## config.mk

```make
export PLATFORM = sky130hd
export DESIGN_NAME = sar_search_8b
export DESIGN_NICKNAME = d
export VERILOG_FILES = /design/src/rtl/sar_search_8b.sv
export SDC_FILE = /design/constraint.sdc
export NUM_CORES = 1
export LEC_CHECK = 0
export BUFFER_PORTS_ARGS = -buffer_cell sky130_fd_sc_hd__buf_4
export CAP_MARGIN = 25
export CORE_MARGIN = 4
export CORE_UTILIZATION = 55
export CTS_CLUSTER_DIAMETER = 80
export DETAILED_ROUTE_END_ITERATION = 12
export PLACE_DENSITY = 0.79
export SYNTH_ARGS = -nofsm -noshare
export SYNTH_HDL_FRONTEND = slang
export SYNTH_SLANG_ARGS = --single-unit
```

## constraint.sdc

```tcl
create_clock -name clk -period 2.75 [get_ports clk]
set_input_delay 0.4125 -clock clk [delete_from_list [all_inputs] [get_ports clk]]
set_output_delay 0.4125 -clock clk [all_outputs]
set_load 0.05 [all_outputs]
```

## src/rtl/sar_search_8b.sv

```systemverilog
// Successive-approximation controller: drives Q into an external magnitude
// comparator and rebuilds the hidden operand P from the GT/EQ/LT flags.
module sar_search_8b #(
  parameter int BITS   = 8,
  parameter int SETTLE = 0
) (
  input  logic            clk,
  input  logic            rst_n,
  input  logic            start,
  input  logic            PGTQ,
  input  logic            PEQQ,
  input  logic            PLTQ,
  output logic [BITS-1:0] Q,
  output logic            busy,
  output logic            done,
  output logic [BITS-1:0] result,
  output logic            found,
  output logic            err,
  output logic [3:0]      trials
);

  typedef enum logic [1:0] {S_IDLE, S_WAIT, S_EVAL, S_DONE} state_t;

  localparam logic [BITS-1:0] Q_INIT      = {1'b1, {(BITS-1){1'b0}}};
  localparam logic [BITS-1:0] ONE         = {{(BITS-1){1'b0}}, 1'b1};
  localparam logic [3:0]      K_TOP       = 4'(BITS-1);
  localparam logic [2:0]      SETTLE_LAST = (SETTLE > 0) ? 3'(SETTLE-1) : 3'd0;
  // With no settle time a Q update goes straight to the next evaluation.
  localparam state_t          S_TRIAL     = (SETTLE > 0) ? S_WAIT : S_EVAL;

  state_t          state_q, state_d;
  logic [BITS-1:0] q_q, q_d;
  logic [3:0]      k_q, k_d;
  logic [2:0]      cnt_q, cnt_d;
  logic [BITS-1:0] result_q, result_d;
  logic            found_q, found_d;
  logic            err_q, err_d;
  logic [3:0]      trials_q, trials_d;

  logic [BITS-1:0] bit_k;
  logic [BITS-1:0] bit_next;
  logic [2:0]      flags;
  logic            flags_one_hot;

  assign bit_k         = ONE << k_q;
  assign bit_next      = bit_k >> 1;
  assign flags         = {PGTQ, PEQQ, PLTQ};
  assign flags_one_hot = (flags == 3'b100) || (flags == 3'b010) || (flags == 3'b001);

  always_comb begin
    state_d  = state_q;
    q_d      = q_q;
    k_d      = k_q;
    cnt_d    = cnt_q;
    result_d = result_q;
    found_d  = found_q;
    err_d    = err_q;
    trials_d = trials_q;

    case (state_q)
      S_IDLE: begin
        if (start) begin
          q_d      = Q_INIT;
          k_d      = K_TOP;
          cnt_d    = 3'd0;
          trials_d = 4'd0;
          err_d    = 1'b0;
          found_d  = 1'b0;
          result_d = '0;
          state_d  = S_TRIAL;
        end
      end

      S_WAIT: begin
        if (cnt_q == SETTLE_LAST) begin
          state_d = S_EVAL;
        end else begin
          cnt_d = cnt_q + 3'd1;
        end
      end

      S_EVAL: begin
        trials_d = trials_q + 4'd1;
        cnt_d    = 3'd0;
        if (!flags_one_hot) begin
          err_d   = 1'b1;
          found_d = 1'b0;
          state_d = S_DONE;
        end else if (PEQQ) begin
          result_d = q_q;
          found_d  = 1'b1;
          state_d  = S_DONE;
        end else if (k_q != 4'd0) begin
          // GT keeps the trial bit, LT drops it; either way try the next bit down.
          q_d     = PGTQ ? (q_q | bit_next) : ((q_q & ~bit_k) | bit_next);
          k_d     = k_q - 4'd1;
          state_d = S_TRIAL;
        end else if (PLTQ) begin
          result_d = q_q & ~ONE;
          found_d  = 1'b1;
          state_d  = S_DONE;
        end else begin
          // P > Q with every bit already set cannot come from a sane comparator.
          err_d   = 1'b1;
          found_d = 1'b0;
          state_d = S_DONE;
        end
      end

      S_DONE: begin
        state_d = S_IDLE;
      end

      default: begin
        state_d = S_IDLE;
      end
    endcase
  end

  always_ff @(posedge clk) begin
    if (!rst_n) begin
      state_q  <= S_IDLE;
      q_q      <= '0;
      k_q      <= 4'd0;
      cnt_q    <= 3'd0;
      result_q <= '0;
      found_q  <= 1'b0;
      err_q    <= 1'b0;
      trials_q <= 4'd0;
    end else begin
      state_q  <= state_d;
      q_q      <= q_d;
      k_q      <= k_d;
      cnt_q    <= cnt_d;
      result_q <= result_d;
      found_q  <= found_d;
      err_q    <= err_d;
      trials_q <= trials_d;
    end
  end

  assign Q      = q_q;
  assign busy   = (state_q == S_WAIT) || (state_q == S_EVAL);
  assign done   = (state_q == S_DONE);
  assign result = result_q;
  assign found  = found_q;
  assign err    = err_q;
  assign trials = trials_q;

endmodule

```

-- Yosys cells after proc, flatten, opt, wreduce, memory -nomap -nowiden
Index checks and enable logic that the tools add are counted.
- flip-flop bits (word level): 31
- bits in latches: 0
- bits in writable memories: 0
- ROM bits: 0
- input bits: 6
- word-level logic and storage cells: 88
- memories kept: 0
- add/sub/neg operators: 3
- multipliers: 0
- div/mod/pow operators: 0
- order comparisons: 0
- eq/ne operators: 18
- shift operators: 1
- multiplexer cells: 39
- bitwise operators: 4
- reductions and logical operators: 15
- operators with widths (operator ; number):
    $mux 8 ; 10
    $pmux 8 s2 ; 2
    $mux 4 ; 5
    $or 8x7->8 ; 2
    $pmux 4 s2 ; 2
    $ne 3x3->1 const B ; 5
    $reduce_and 5->1 ; 3
    $mux 1 ; 12
    $ne 2x2->1 const B ; 6
    $pmux 3 s3 ; 1
    $and 8x8->8 ; 1
    $not 8->8 ; 1
    $pmux 2 s4 ; 1
    $shl 1x4->8 const A ; 1
    $mux 3 ; 2
    $reduce_and 3->1 ; 2
    $add 4x1->4 const B ; 1
    $eq 2x2->1 const B ; 2
    $mux 2 ; 2
    $ne 4x4->1 const B ; 1
    $pmux 1 s2 ; 2
    $reduce_and 2->1 ; 2
    $reduce_bool 4->1 ; 1
    $sub 4x1->4 const B ; 1
    10 further kinds ; 12

-- Depth between registers and ports, before layout
- depth in word-level cells: 9
- mapped depth: 9
- mapped depth without buffers: 6

-- Least setup slack after synthesis
OpenSTA, ideal clock, no wires.
- kind: register to register
- start: register state_q[0]
- end: register found_q, in the netlist found
- library setup time: 0.122 ns
- data arrival time: 1.790 ns
- data required time: 2.628 ns
- setup slack: 0.838 ns
- stages on the path, launching flop included: 10
- buffers on the path: 3
- period minus slack after synthesis: 1.912 ns
- cells stage by stage: dfxtp_1 -> inv_1 -> ha_1 -> buf_4 -> and2_1 -> buf_2 -> nor3b_1 -> and2_1 -> buf_2 -> a311o_1
- longest elaborated chain between the ends: 3
- elaborated cells on any way between the ends: 7
- classes of those cells: eq/ne: 3; mux: 1; reduce/logical: 3
- RTL lines (item ; RTL line ; RTL):
    from (decl) ; 31 ; state_t state_q, state_d;
    from (signal assigned) ; 131 ; state_q <= state_d;
    $eq 2x2->1 / $logic_not 2->1 (equally long branches) ; 60 ; case (state_q)
    $ne 4x4->1 (no line) (tied with other cells) ; - ;
    $reduce_and 3->1 (no line) ; - ;
    to (signal assigned) ; 136 ; found_q <= found_d;
    to (decl) ; 36 ; logic found_q, found_d;
Parallel ways exist; a longest one is shown, timed or not.
A chain may end at the register's enable or synchronous reset.

-- Worst setup path after layout
- start: register state_q[0]
- end: register result_q[7], in the netlist result[7]
- longest elaborated chain between the ends: 3
- elaborated cells on any way between the ends: 9
- classes of those cells: eq/ne: 5; mux: 1; reduce/logical: 3
- RTL lines (item ; RTL line ; RTL):
    $eq 2x2->1 / $logic_not 2->1 (equally long branches) ; 60 ;
    $ne 3x3->1 (no line) (tied with other cells) ; - ;
    $reduce_and 5->1 (no line) ; - ;
    to (signal assigned) ; 135 ; result_q <= result_d;
    to (decl) ; 35 ; logic [BITS-1:0] result_q, result_d;
Parallel ways exist; a longest one is shown, timed or not.

==> results.py <==
metrics = {
    "cts": {
        "numCtsBuffers": 5,
        "cts_sinks": 31,
        "max-clock-path-buffers": 2,
        "cts_hold_buf": 0,
        "cts.clk_slew.worst_paths_ps": 90,
        "clk-insertion-delay-late_ps": 330,
        "clockRootBuffer": "sky130_fd_sc_hd__clkbuf_4",
        "cts_resized": 0,
        "cts_tree": "done",
        "cts-htree-levels": 2,
        "cts_post_setup_buffers_inserted": 0,
    },
    "power_and_ir_drop": {
        "p_sw_uw": 393,
        "powerDensity_mw_per_mm2": 570,
        "sequentialPowerShare_pct": 44.4,
        "power_frac_comb_pct": 28.5,
        "ir_drop_mv": 0.361,
        "total_leakage_power_uw": 0.000822,
        "switching_share_pct": 34.9,
        "totalPowerFinal_uw": 1130,
        "clockPowerShare_pct": 27.1,
        "p_int_uw": 733,
    },
    "setup_path": {
        "critPathMaxFanout": 18,
        "required_ps": 3020,
        "critical_path.startpoint_type": "flop",
        "critPathSlowestCell": "sky130_fd_sc_hd__ha_1",
        "crit_path_end_kind": "flop",
        "cp_common_cell": "sky130_fd_sc_hd__and2_1",
        "critical_path_arrival_ps": 2580,
        "worstPathCellList": "inv_1 -> ha_1 -> and2_1 -> nor3b_1 -> and2_1 -> a22o_1",
        "cp_num_buf_inv": 1,
        "crit_path_max_cell_delay_ps": 610,
        "cp_top_family": "simple AND/OR/NAND/NOR gates",
        "timing_worst_setup_path_type": "reg2reg",
    },
    "synthesis": {
        "post_synth_num_cell_types": 42,
        "top_cells_by_area_in_the_synthesized_netlist": "sky130_fd_sc_hd__dfxtp_1 (37%), sky130_fd_sc_hd__ha_1 (9.6%), sky130_fd_sc_hd__a21oi_1 (4.1%)",
        "synth.avg_cell_area_um2": 9.15,
        "synth_most_common_cell": "sky130_fd_sc_hd__dfxtp_1",
        "cells_after_synthesis": 185,
        "synth_top_flop_cell": "sky130_fd_sc_hd__dfxtp_1",
        "yosys_warnings": 0,
        "synth_commonest_cells": "sky130_fd_sc_hd__dfxtp_1 (31), sky130_fd_sc_hd__a21oi_1 (14), sky130_fd_sc_hd__ha_1 (13)",
        "edff_count_synth": 0,
        "synth_top_area_share_pct": 36.7,
        "postSynth.asyncResetShare_pct": 0,
        "synth_seq_cells": 31,
        "synth.yosys.seq_area_share_pct": 36.7,
        "post_synthesis_cell_area_mm2": 0.00169,
        "syn-num-nets": 204,
        "cell_taking_the_most_area_after_synthesis": "sky130_fd_sc_hd__dfxtp_1",
    },
    "placement": {
        "placement.cell_area_mm2": 0.00191,
        "port_buffers": 29,
        "routabilityCongestion": 0.919,
        "post-dp-hpwl_um": 2920,
        "placement.setup.worst_slack_ps": 483,
    },
    "routing": {
        "totalWireLength_um": 3950,
        "detail_route.drc_violations": 0,
        "vias_per_inst": 6.02,
        "drtAntennaViolNets": 0,
        "routed-via-count": 1474,
        "first_pass_iters": 4,
        "detail_route.iter0.violations": 55,
        "average_detailed_routed_wire_length_per_instance_um": 16.1,
    },
    "sta": {
        "tns_ps": 0,
        "finalMaxSlewViolations": 0,
        "setup_clock_skew_after_layout_ps": 10.3,
        "layout_min_cycle_time_ps": 2310,
        "max_clock_freq_mhz": 433,
        "finalHoldViolCount": 0,
        "slew-limit-headroom_pct": 53.6,
        "layout_worst_path_cycle_share_pct": 84.0,
        "rsz0062_at_grt": "no",
        "timing_worst_slew_pin_value_ps": 696,
        "setup_ws_ps": 441,
        "final-setup-viol-count": 0,
    },
    "floorplanning": {
        "design.die.area_mm2": 0.00403,
        "num_io_pins": 30,
        "placeableCoreArea_mm2": 0.00285,
        "floorplan.die.height_um": 63.5,
        "starting_density_of_the_core_pct": 59.3,
        "placementRows": 19,
        "die_width_um": 63.5,
    },
    "status": {
        "status": "finished, final reports clean",
    },
    "global_route": {
        "first_pass_grt_wire_length_um": 6680,
        "grt.total_usage_pct": 21.0,
        "grt_start_max_net_pins": 19,
        "grt_remaining_overflow": 0,
        "grt_antenna_before_repair": 0,
        "first_global_vias": 1406,
    },
    "flow_run": {
        "cap_viol_max_count": 0,
    },
    "final_layout": {
        "fillers": 242,
        "finalCoreUtilization_pct": 69.2,
        "fraction_of_layout_instances_using_a_drive_strength_above_1_pct": 21.0,
        "diodes": 0,
        "postLayoutCellArea_mm2": 0.00197,
        "area_delta_synth_final_pct": 16.6,
        "nNetsFinal": 232,
    },
    "hold_path": {
        "hold_class": "in2reg",
    },
}
==> final timing paths <==
check | slack [ps] | depth (start not counted) | from | endpoint
worst max-delay path | 440 | 6 | state_q[0] | result[7]
worst min-delay path | 390 | 2 | rst_n | trials[3]
worst max register to register | 440 | 6 | state_q[0] | result[7]
worst min register to register | 480 | 2 | cnt_q[1] | cnt_q[1]
==> cell type report <==
cell class	count	area, um2	share of cell area, %
clock buffer	8	68.8	3.49
inverter	11	41.3	2.09
multi-input combinational	134	980	49.6
sequential	31	621	31.4
tap	31	38.8	1.96
timing repair buffer	30	225	11.4
==> power groups by stage <==
| stage | registers (uW) | clock network [uW] | logic [uW] |
|---|---|---|---|
| 6_report | 499 | 305 | 321 |
| 5_1_grt | 503 | 337 | 350 |
| 4_1_cts | 499 | 307 | 320 |
| 3_5_place_dp | 509 | 0 | 319 |
| 3_3_place_gp | 507 | 0 | 312 |
| 2_1_floorplan | 535 | 0 | 211 |
==> through the flow <==
step           hold WS (ps)  instances
3_3_place_gp            454        237
2_1_floorplan           449        185
4_1_cts                 386        245
5_1_grt                 382        245
6_report                389        245
3_5_place_dp            461        237
==> placed cells by master, fill, tap and decap left out, types with 7 or more instances in the layout <==
master,Yosys,routed
sky130_fd_sc_hd__a21oi_1,14,14
sky130_fd_sc_hd__a22o_1,7,7
sky130_fd_sc_hd__a31oi_1,7,7
sky130_fd_sc_hd__buf_4,1,30
sky130_fd_sc_hd__dfxtp_1,31,31
sky130_fd_sc_hd__ha_1,13,13
sky130_fd_sc_hd__inv_1,11,11
sky130_fd_sc_hd__nand2_1,9,9
sky130_fd_sc_hd__nand3_1,7,7
sky130_fd_sc_hd__nor2_1,12,12
==> state kept, by name, summed over array words and instances (netlist names) <==
| signal | cells |
|---|---|
| result | 8 |
| err | 1 |
| trials | 4 |
| k_q | 4 |
| found | 1 |
| state_q | 2 |
| Q | 8 |
| cnt_q | 3 |
==> cells by family after synthesis <==
family | count (synthesis) | share of synthesized area, %
and+or+nand+nor | 61 | 20.3
AOI/OAI and AO/OA | 56 | 24.5
DFF | 31 | 36.7
buffers and inverters | 20 | 5.47
adders and majority gates | 13 | 9.61
muxes | 3 | 2.59
xor gates and xnor gates | 1 | 0.961
==> per-layer routing <==
metal | up-vias | share of wire, % | global-route usage, %
met2 | 42 | 48 | 32.1
met5 | - | 0 | 0
met3 | 4 | 6.1 | 7.64
met1 | 696 | 45 | 27.2
li1 | 732 | - | -
met4 | 0 | 0.91 | 6.74
Note: power is estimated with default switching activity, not from simulation.
